**config.mk**
```make
export PLATFORM = sky130hd
export DESIGN_NAME = pixel_packer_w128
export DESIGN_NICKNAME = d
export VERILOG_FILES = /design/src/rtl/pixel_packer_w128.sv
export SDC_FILE = /design/constraint.sdc
export NUM_CORES = 1
export LEC_CHECK = 0
export ABC_AREA = 1
export CAP_MARGIN = 20
export CORE_AREA = 2 2 156 158
export DETAILED_ROUTE_END_ITERATION = 6
export DIE_AREA = 0 0 158 160
export PLACE_DENSITY = 0.82
export SLEW_MARGIN = 20
export SYNTH_ARGS = -nofsm -noshare
export SYNTH_HDL_FRONTEND = slang
export SYNTH_SLANG_ARGS = --single-unit
```
**constraint.sdc**
```tcl
create_clock -name clk_rxg -period 3.1 [get_ports clk_rxg]
set_input_delay 0.465 -clock clk_rxg [delete_from_list [all_inputs] [get_ports clk_rxg]]
set_output_delay 0.465 -clock clk_rxg [all_outputs]
set_load 0.005 [all_outputs]
```
**src/rtl/pixel_packer_w128.sv**
```systemverilog
// Repacks 8 x 12-bit pixel beats (96 bits) into dense 128-bit FIFO words,
// with line/frame bookkeeping and sticky overflow on FIFO back-pressure.
module pixel_packer_w128 (
  input  logic          clk_rxg,
  input  logic          rst_rx,
  input  logic [11:0]   datapar_in0,
  input  logic [11:0]   datapar_in1,
  input  logic [11:0]   datapar_in2,
  input  logic [11:0]   datapar_in3,
  input  logic [11:0]   datapar_in4,
  input  logic [11:0]   datapar_in5,
  input  logic [11:0]   datapar_in6,
  input  logic [11:0]   datapar_in7,
  input  logic          fvals,
  input  logic          lvals,
  input  logic          fifo_full,
  output logic [127:0]  fifo_din,
  output logic          fifo_wr_en,
  output logic          sof,
  output logic          line_end,
  output logic [11:0]   line_cnt,
  output logic [15:0]   frame_cnt,
  output logic          ovf
);

  function automatic logic [11:0] sat_inc12(input logic [11:0] v);
    return (v == 12'hfff) ? v : v + 12'd1;
  endfunction

  logic [95:0]  beat_p0;
  logic         acc_p0;
  logic         acc_d;
  logic         fvals_d;
  logic         frame_start_p0;
  logic         line_stop_p0;
  logic [1:0]   phase;
  logic [1:0]   phase_nxt;
  logic [95:0]  resid;
  logic [95:0]  resid_nxt;
  logic [127:0] word_p0;
  logic         due_p0;
  logic         sof_pend;

  assign beat_p0 = {datapar_in7, datapar_in6, datapar_in5, datapar_in4,
                    datapar_in3, datapar_in2, datapar_in1, datapar_in0};
  assign acc_p0         = fvals & lvals;
  assign frame_start_p0 = fvals & ~fvals_d;
  assign line_stop_p0   = acc_d & ~acc_p0;

  // Stage p0: gearbox. The residual is kept zero-extended so a flush word
  // is simply the residual with zeros above.
  always_comb begin
    phase_nxt = phase;
    resid_nxt = resid;
    word_p0   = '0;
    due_p0    = 1'b0;
    if (acc_p0) begin
      case (phase)
        2'd0: begin
          resid_nxt = beat_p0;
          phase_nxt = 2'd1;
        end
        2'd1: begin
          word_p0   = {beat_p0[31:0], resid};
          resid_nxt = {32'b0, beat_p0[95:32]};
          phase_nxt = 2'd2;
          due_p0    = 1'b1;
        end
        2'd2: begin
          word_p0   = {beat_p0[63:0], resid[63:0]};
          resid_nxt = {64'b0, beat_p0[95:64]};
          phase_nxt = 2'd3;
          due_p0    = 1'b1;
        end
        2'd3: begin
          word_p0   = {beat_p0, resid[31:0]};
          resid_nxt = '0;
          phase_nxt = 2'd0;
          due_p0    = 1'b1;
        end
      endcase
    end else if (line_stop_p0) begin
      word_p0   = {32'b0, resid};
      due_p0    = (phase != 2'd0);
      resid_nxt = '0;
      phase_nxt = 2'd0;
    end
  end

  // Stage p1: registered word, strobes and bookkeeping.
  always_ff @(posedge clk_rxg) begin
    if (rst_rx) begin
      acc_d      <= 1'b0;
      fvals_d    <= 1'b0;
      phase      <= 2'd0;
      resid      <= '0;
      sof_pend   <= 1'b0;
      fifo_din   <= '0;
      fifo_wr_en <= 1'b0;
      sof        <= 1'b0;
      line_end   <= 1'b0;
      line_cnt   <= '0;
      frame_cnt  <= '0;
      ovf        <= 1'b0;
    end else begin
      acc_d      <= acc_p0;
      fvals_d    <= fvals;
      phase      <= phase_nxt;
      resid      <= resid_nxt;
      line_end   <= line_stop_p0;
      fifo_wr_en <= due_p0 & ~fifo_full;
      sof        <= due_p0 & ~fifo_full & (sof_pend | frame_start_p0);
      if (due_p0 && !fifo_full)
        fifo_din <= word_p0;
      if (frame_start_p0) begin
        frame_cnt <= frame_cnt + 16'd1;
        line_cnt  <= '0;
        ovf       <= 1'b0;
        sof_pend  <= 1'b1;
      end else if (line_stop_p0) begin
        line_cnt <= sat_inc12(line_cnt);
      end
      // A dropped word still consumes the pending start-of-frame marker.
      if (due_p0) begin
        sof_pend <= 1'b0;
        if (fifo_full)
          ovf <= 1'b1;
      end
    end
  end

endmodule
```
After elaboration in Yosys (flattened, before gate mapping)
Index checks and enable logic that the tools add are counted.
- flip-flop bits (word level): 261
- bits of input ports: 101
- output and inout bits: 160
- logic and storage cells: 52
- mux-type cells: 15
- equal/unequal tests: 4
- bitwise operators: 10
- add/subtract/negate cells: 2
- reduce and logical (&&, ||, !) cells: 9
- operator list (operator ; count):
    128-bit one-hot mux with 3 select lines ; 1
    96-bit one-hot mux with 4 select lines ; 1
    96-bit two-way mux ; 3
    128-bit two-way mux ; 1
    16-bit by 1-bit adder with 16-bit output (second input constant) ; 1
    12-bit by 1-bit adder with 12-bit output (second input constant) ; 1
    12-bit == test (second input constant) ; 1
    2-bit one-hot mux with 4 select lines ; 1
    1-bit two-way mux ; 6
    1-bit bitwise AND ; 5
    2-bit == test (second input constant) ; 2
    2-bit two-way mux ; 2
    1-bit inverter ; 4
    2-bit nonzero test ; 2
    2-bit OR reduction ; 2
    3-bit OR reduction ; 1
    2-bit by 1-bit == test with 1-bit output (second input constant) ; 1
    2-bit logical NOT ; 1
    2-bit AND reduction ; 1
    1-bit logical AND ; 1
    1-bit logical NOT ; 1
    1-bit OR ; 1

Longest topological paths before layout
- word-level depth: 7
- depth in mapped cells: 10
- gate-level depth less buffers: 8

Least setup slack after synthesis
No wires, ideal clock.
- path type: register to register
- start point: reg phase[1]
- end point: reg fifo_din[39]
- arrival time: 1.561 ns
- buffers on the path: 3
- slack: 1.426 ns
- cell stages (with the launch flop): 10
- clock period less this slack: 1.674 ns
- data required time: 2.987 ns
- library setup time: 0.113 ns
- path through: dfxtp_1 inv_1 ha_1 buf_2 o22ai_4 nand2_2 buf_4 buf_2 nor2_1 nor2_1
- longest elaborated chain between the ends: 5
- elaborated cells on any way between the ends: 11
- those cells by class: eq/ne: 3; mux: 5; reduce/logical: 3
- ends and longest elaborated chain (item ; RTL line ; source):
    start: declaration ; 36 ; logic [1:0] phase;
    start signal: assignment ; 108 ; phase <= phase_nxt;
    2-bit == test or 2-bit by 1-bit == test with 1-bit output (tied branches) ; 58 ; case (phase)
    3-bit OR reduction (no source line) ; -- ;
    1-bit two-way mux ; 58 ;
    1-bit two-way mux ; 57 ; if (acc_p0) begin
    1-bit logical AND ; 113 ; if (due_p0 && !fifo_full)
    end signal: assignment ; 114 ; fifo_din <= word_p0;
    end: declaration ; 17 ; output logic [127:0] fifo_din,
Several ways; a longest one is shown, not always the timed one.
A chain may end at the register's enable or synchronous reset.

Worst setup path after layout
- start point: reg phase[1]
- end point: reg fifo_din[3]
Same word-level chain as after synthesis.

==> impl_metrics.ini <==
[timing]
drv_slew = 0
min_period_ns = 2.47
rsz0062_at_grt = no
relSlewSlack_pct = 27.8
tightest_slew_ns = 1.08
setup_viol = 0
skew_ns = 0.0107
timing.fmax_ghz = 0.405
tns_ns = 0
worst_slack_ns = 0.628
hold_viol_final = 0
fin_crit_sh_pct = 79.7

[worst_setup_path]
crit_path_cell_trace = inv_1, ha_2, buf_4, o21ai_0, nand2_1, buf_4, nand2_1, o21ai_1
start_kind = flop
cp_top_family = buffers and inverters
endpoint_kind = flop
critPathSlowestCell = buf_4
criticalPathCategory = reg2reg
arrival_ns = 2.94
cp.buffers_inverters = 3
crit_path_max_fanout = 67
cp.required_ns = 3.56
crit_path_max_incr_delay_ns = 0.64

[yosys]
synth_top_area_share_pct = 40.3
synth_top_flop_cell = dfxtp_1
yosysWarnings = 0
synth_area_leaders = dfxtp_1 (40%), nand2_1 (18%), nand3_1 (10%)
async_flop_share_pct = 0
postSynthAreaPerCell_sq_um = 6.52
syn_inst = 1988
synth_nets = 2096
synth-edff-count = 0
synth_seq_cells = 261
synth_area_sq_um = 13000
yosys.area.top_type = dfxtp_1
seq_area_frac_synth_pct = 40.3
yosys.cell_types.count = 36

[drt]
drc = 0
routed_wl_microns = 45300
postRouteAntennaNets = 0
avgViaCountPerCell = 5.85
dr_total_vias = 14700
routedWlPerCell_microns = 18.0
drtPass1Iterations = 7
first_iter_violations = 1776

[cts]
cts_tree = yes
cts_buffers = 28
cts_hold_buf = 0
clk_pin_slew_ns = 0.06
clockRootBuffer = clkbuf_16
worstSkewPairLatency_ns = 0.55
cts-htree-levels = 1
cts-resized-gates = 0
cts.sinks = 261
clock_path_buffers = 3
postCtsSetupRepairBufs = 0

[floorplan]
dieArea_sq_um = 25300
fp-row-count = 57
fp.dieW_microns = 158
start_util_pct = 54.4
dieHeight_microns = 160
coreArea_sq_um = 23800
ios = 261

[layout]
regArea_sq_um = 5230
finish.net_count = 2274
nFillCells = 2027
fin_area_sq_um = 16800
multi_input_area_sq_um = 6590
fin_cells = 2513
final_layout_size_suffix_gt1_share_pct = 4.57
syn_to_final_growth_pct = 29.4

[power]
power.leakage_nw = 6.45
finalPower_mw = 8.00
powerDensity_nw_per_um2 = 477
peakVddDrop_mv = 0.349

[global_routing]
grt_antenna_before_repair = 1
grt_pass1_wl_microns = 70800
grt_max_degree = 128
gr-total-overflow = 0
grtUsageTotal_pct = 34.7
grt_pass1_vias = 13700

[job]
drv_cap = 0

[placement]
placed_area_sq_um = 15800
dpl.cell_count = 2460
dp_hpwl_microns = 28900
place_ws_ns = 0.439
port_buffers = 260
gp_congestion = 0.974

[hold_path]
min_path_type = in2reg

[outcome]
status = completed
==> synthesized netlist by cell type, types with 2 or more instances <==
cell type and number:
a21boi_0 32, a21oi_1 86, a31oi_1 34, buf_1 31, buf_2 33, clkbuf_1 81
clkinv_1 5, dfxtp_1 261, ha_1 7, inv_1 155, nand2_1 614, nand2_2 2
nand3_1 271, nand3b_1 2, nand4_1 7, nor2_1 136, nor3_1 2, nor3b_1 2
o211ai_1 41, o21ai_0 103, o21ai_1 65, xnor2_1 2, xor2_1 3
==> stage by stage <==
step / util [%] / hold slack, ns
3_5_place_dp: 66.2 / 0.454
4_1_cts: 70.4 / 0.373
6_report: 70.4 / 0.375
2_1_floorplan: - / 0.441
3_3_place_gp: 66.2 / 0.446
5_1_grt: 70.4 / 0.406
==> report_power, final <==
| group | total, mW | switching (mW) | internal (mW) |
|---|---|---|---|
| clock network | 3.56 | 1.38 | 2.18 |
| logic | 0.927 | 0.587 | 0.340 |
| registers | 3.51 | 0.0639 | 3.45 |
| total | 8.00 | 2.03 | 5.97 |
==> state kept, by name (all words and copies together), names as in the netlist <==
signal,flops
fvals_d,1
fifo_wr_en,1
phase,2
resid,96
fifo_din,128
sof_pend,1
line_end,1
ovf,1
line_cnt,12
acc_d,1
frame_cnt,16
sof,1
==> worst paths after layout <==
kind              startpoint      endpoint  slack [ns]  cells after the start
setup / recovery    phase[1]   fifo_din[3]        0.63                      8
hold / removal        rst_rx  fifo_din[58]        0.37                      4
setup reg to reg    phase[1]   fifo_din[3]        0.63                      8
hold reg to reg    resid[74]     resid[74]        0.46                      2
==> tightest hold or removal path, delay by kind of cell <==
| family | cells | cell delay [ns] |
|---|---|---|
| buffers and inverters | 2 | 0.26 |
| and+or+nand+nor | 2 | 0.14 |
==> metal layers <==
| layer | vias up | track usage (%) | part of all wire [%] |
|---|---|---|---|
| met3 | 203 | 7.63 | 11 |
| li1 | 6832 | - | - |
| met1 | 6675 | 43.0 | 37 |
| met2 | 985 | 55.3 | 45 |
| met5 | - | 0 | 0 |
| met4 | 0 | 20.0 | 6.3 |
==> cell type report <==
| type | instances | area share, % |
|---|---|---|
| tap | 324 | 2.42 |
| clock inverter | 9 | 0.716 |
| antenna | 3 | 0.0447 |
| timing repair buffer | 295 | 17.6 |
| multi-input combinational | 1419 | 39.3 |
| sequential | 261 | 31.1 |
| inverter | 161 | 3.63 |
| clock buffer | 41 | 5.19 |
==> kinds of logic after synthesis <==
group | share of synthesized area [%]
simple gates | 33.2
compound gates | 16.2
buf+inv | 9.28
flops | 40.3
fa+ha+maj | 0.676
xor+xnor | 0.338
==> cell usage in the layout (no fill, tap or decap), types with 6 or more instances in the layout <==
master / n
buf_12: 7
nand3_1: 270
clkdlybuf4s50_1: 259
inv_1: 155
dfxtp_1: 261
clkinv_2: 6
buf_4: 28
nand4_1: 7
nand2_1: 614
a21oi_1: 86
a21boi_0: 32
clkbuf_8: 10
clkbuf_16: 29
o211ai_1: 41
a31oi_1: 34
nor2_1: 136
o21ai_0: 103
o21ai_1: 64
Power figures use the tool's default switching activity.
